$ cat config.mk
export PLATFORM = sky130hd
export DESIGN_NAME = seg_scan
export DESIGN_NICKNAME = d
export VERILOG_FILES = /design/src/rtl/seg_scan.sv
export SDC_FILE = /design/constraint.sdc
export NUM_CORES = 1
export LEC_CHECK = 0
export BUFFER_PORTS_ARGS = -buffer_cell sky130_fd_sc_hd__buf_2
export CORE_MARGIN = 4
export CORE_UTILIZATION = 63
export CTS_CLUSTER_DIAMETER = 30
export DETAILED_ROUTE_END_ITERATION = 8
export PLACE_DENSITY = 0.92
export SKIP_LAST_GASP = 1
export SLEW_MARGIN = 20
export SYNTH_ARGS = -nofsm -noshare
export SYNTH_HDL_FRONTEND = slang
export SYNTH_SLANG_ARGS = --single-unit
$ cat constraint.sdc
create_clock -name clk -period 5.7 [get_ports clk]
set_clock_uncertainty 0.15 [all_clocks]
set_input_delay 0.285 -clock clk [delete_from_list [all_inputs] [get_ports clk]]
set_output_delay 0.285 -clock clk [all_outputs]
set_load 0.005 [all_outputs]
$ cat src/rtl/seg_scan.sv
// Multiplexed 7-segment scanner with shadow/active double-buffered digit banks.
// Optional build macro: SEG_SCAN_GHOST_BLANK_EN blanks the first cycle of every digit slot.
module seg_scan #(
    parameter int N_DIG = 4,
    parameter int DIV   = 1000
) (
    input  logic             clk,
    input  logic             rst_n,
    input  logic             EN,
    input  logic             wr_valid,
    output logic             wr_ready,
    input  logic [2:0]       wr_idx,
    input  logic [6:0]       wr_seg,
    input  logic             commit,
    output logic [6:0]       seg_out,
    output logic [N_DIG-1:0] an,
    output logic             frame_tick
);
    localparam logic [15:0] CNT_LAST = 16'(DIV - 1);
    localparam logic [2:0]  IDX_LAST = 3'(N_DIG - 1);
    localparam int          BANK_W   = N_DIG * 7;

    logic [15:0]       cnt_q, cnt_d;
    logic [2:0]        idx_q, idx_d;
    logic              pending_q, pending_d;
    logic [BANK_W-1:0] shadow_q, shadow_d;
    logic [BANK_W-1:0] active_q, active_d;
    logic [6:0]        seg_out_q, seg_out_d;
    logic [N_DIG-1:0]  an_q, an_d;

    logic              slot_end;
    logic              frame_end;
    logic              wr_fire;
    logic              publish;
    logic              drive;
    logic [6:0]        seg_sel;
    logic [N_DIG-1:0]  onehot;

    assign slot_end   = (cnt_q == CNT_LAST);
    assign frame_end  = slot_end && (idx_q == IDX_LAST);
    assign wr_ready   = ~pending_q;
    assign wr_fire    = wr_valid & wr_ready;
    assign publish    = frame_end & (pending_q | commit);
    assign frame_tick = frame_end;

    always_comb begin
        cnt_d = slot_end ? 16'd0 : cnt_q + 16'd1;
        idx_d = idx_q;
        if (slot_end) begin
            idx_d = (idx_q == IDX_LAST) ? 3'd0 : idx_q + 3'd1;
        end
        pending_d = publish ? 1'b0 : (pending_q | commit);
    end

    genvar gi;
    generate
        for (gi = 0; gi < N_DIG; gi++) begin : g_digit
            // An out-of-range wr_idx matches no digit: the write is accepted and dropped.
            assign shadow_d[gi*7 +: 7] = (wr_fire && (wr_idx == 3'(gi))) ? wr_seg
                                                                         : shadow_q[gi*7 +: 7];
            // Publishing takes shadow_d so a same-edge write lands in the snapshot.
            assign active_d[gi*7 +: 7] = publish ? shadow_d[gi*7 +: 7] : active_q[gi*7 +: 7];
            assign onehot[gi]          = (idx_q == 3'(gi));
        end
    endgenerate

    always_comb begin
        seg_sel = 7'd0;
        for (int i = 0; i < N_DIG; i++) begin
            if (onehot[i]) begin
                seg_sel = active_q[i*7 +: 7];
            end
        end
    end

`ifdef SEG_SCAN_GHOST_BLANK_EN
    assign drive = EN && (cnt_q != 16'd0);
`else
    assign drive = EN;
`endif

    always_comb begin
        an_d      = drive ? onehot  : '0;
        seg_out_d = drive ? seg_sel : 7'd0;
    end

    always_ff @(posedge clk or negedge rst_n) begin
        if (!rst_n) begin
            cnt_q     <= 16'd0;
            idx_q     <= 3'd0;
            pending_q <= 1'b0;
            shadow_q  <= '0;
            active_q  <= '0;
            seg_out_q <= 7'd0;
            an_q      <= '0;
        end else begin
            cnt_q     <= cnt_d;
            idx_q     <= idx_d;
            pending_q <= pending_d;
            shadow_q  <= shadow_d;
            active_q  <= active_d;
            seg_out_q <= seg_out_d;
            an_q      <= an_d;
        end
    end

    assign seg_out = seg_out_q;
    assign an      = an_q;

endmodule

==> out/results.ini <==
[die]
dieArea_mm2=0.00711
fp.dieH_um=84.3
core_mm2=0.00557
initial_core_util_pct=65.8
num_rows=27
die_width_um=84.3
ios=28

[setup_path]
max_stage_delay_ps=590
cp.required_ps=5270
reg2reg_slack_ps=3050
cp-end-kind=output port
crit_type=flop to output port
cp_max_fo=15
cp_slowest_cell=nor4_4
worstPathArrival_ps=2290
start_kind=flop
crit_chain=or4_4, nor4_4, and2_1, buf_2

[cts]
cts_buffers=9
clk_path_buf_depth=2
cts-resized-gates=0
clock_latency_ps=350
post_cts.repair.setup_buffers=0
htreeDepth=3
cts-hold-fix-buffers=0
cts_tree=yes
cts-root-buf=clkbuf_8
clk_pin_slew_ps=80
cts.sinks=87

[min_path]
hold_class=primary input to flop

[synthesis]
yosysWarningCount=0
synthTopCellsByArea=dfrtp_1 59%, mux2_2 11%, mux2_4 8.2%, o21ai_0 2.3%, a221o_1 1.9%
synth_common_cells=87 x dfrtp_1, 36 x mux2_2, 20 x mux2_4
synthesis.nets=285
synth_edf_count=0
synth_top_area_share_pct=59.4
synthesis.area_mm2=0.00367
synth-seq-area-share_pct=59.4
yosysUniqueCellTypes=33
synthCells=265
synth.avg_cell_area_um2=13.8
synth_flop_cell=dfrtp_1
synthArstFlopShare_pct=100
yosys_register_bits=87
synth_largest_area_cell=dfrtp_1
yosys.cell_count.top_type=dfrtp_1

[route]
drt-initial-drc-count=141
dr.pass1.iters=4
drc=0
drtAntennaViolNets=0
totalWireLength_mm=6.83
avgRoutedWirePerCell_um=18.5
vias_per_cell=5.90
vias=2183

[global_route]
gr-total-overflow=0
use_met3_pct=4.81
grt_use_met1_pct=27.9
grt_util_met2_pct=31.8
grt_pass1_vias=2211
grt_max_degree=88
grt.total_usage_pct=20.6
grt_busiest_layer=met2
grt_pass1_wl_mm=11.3
antenna_found_initial=0

[final_layout]
post-route-util_pct=72.3
fin_nets=314
diodes=0
final_cells=370
stdcell_area_mm2=0.00403
drive_gt1_share_pct=33.9
syn_to_final_growth_pct=9.93

[sta]
slew_headroom_pct=44.1
timing.hold.ws_ps=35.8
final-setup-viol-count=0
tightest_slew_ps=837
fin_crit_ps=2730
fin_ws_ps=2970
rsz0062_at_grt=no
hold_violations=0
fin_crit_sh_pct=47.9
fmax_mhz=366
finalSetupTns_ps=0
maxSlewViolCount=0

[placed_design]
placed_cell_area_mm2=0.00384
gp_congestion=0.762
dp_slack_ps=3110
placed_cells=354
place_hpwl_mm=4.59
port_buffers=27

[power]
p_leak_nw=2.05
power_per_cell_area_mw_per_mm2=262
ir_drop_mv=0.213
finalPower_mw=1.06

[outcome]
status=finished clean

[flow_run]
maxCapViolCount=0

==> cells in the final DEF (no fill, tap or decap), types with 2 or more instances in the layout <==
cell type and count:
xor2_1 5, clkbuf_1 2, and3_1 2, mux2_2 36, clkbuf_8 9, inv_1 5
and2_1 4, nand2_1 8, ha_1 5, o21ai_0 17, nand3_1 14, a221o_1 7
nor2_1 9, buf_2 26, dfrtp_1 87, clkinv_2 2, nor2b_1 5, xnor2_1 7
nor3_1 5, nand2b_1 3, mux2_4 20, nand4_1 2
==> worst max-delay path, delay by kind of cell, from the launching register on <==
family | cells | cell delay [ps]
and+or+nand+nor | 3 | 1410
DFF | 1 | 410
buffers and inverters | 1 | 120
==> final timing paths <==
kind / startpoint / to / cells after the start
setup / recovery: cnt_q[12] / frame_tick / 4
hold / removal: EN / an[2] / 3
setup reg to reg: cnt_q[12] / active_q[25] / 5
hold reg to reg: cnt_q[15] / cnt_q[15] / 1
max in group asynchronous: rst_n / seg_out[5] / 2
min in group asynchronous: rst_n / cnt_q[4] / 2
==> routing by layer <==
metal | part of all wire [%] | wire length (um)
met2 | 50 | 3400
met5 | 0 | 0
met1 | 43 | 2950
met4 | 2.2 | 151
met3 | 4.9 | 336
==> power breakdown <==
group | internal [mW] | total (mW) | switching (mW) | leakage, nW
registers | 0.624 | 0.626 | 0.00196 | 1.19
logic | 0.0110 | 0.0328 | 0.0218 | 0.771
clock network | 0.199 | 0.399 | 0.200 | 0.0892
total | 0.834 | 1.06 | 0.224 | 2.05
==> registers in the layout (all words and copies together), names as in the netlist <==
register   count
seg_out        7
active_q      28
an             4
pending_q      1
cnt_q         16
idx_q          3
shadow_q      28
==> final cells by class <==
type                    instances  area (um^2)
clock buffers                  11          131
flip-flops and latches         87         2180
well taps                      72         90.1
fillers                       328         1540
multi-input cells             162         1410
clock inverters                 4         47.5
inverters                       5         18.8
repair buffers                 29          159
==> logic make-up (layout without fill, tap and decap cells) <==
| family | Yosys count | after routing | share of synthesized area, % |
|---|---|---|---|
| flip-flops | 87 | 87 | 59.4 |
| AND/OR/NAND/NOR | 62 | 62 | 9.72 |
| multiplexers | 57 | 57 | 19.5 |
| AO/OA/AOI/OAI | 26 | 26 | 4.57 |
| buffers and inverters | 16 | 49 | 2.25 |
| XOR/XNOR | 12 | 12 | 2.87 |
| adder cells (fa/ha/maj) | 5 | 5 | 1.71 |
(Power assumes the default switching activity.)
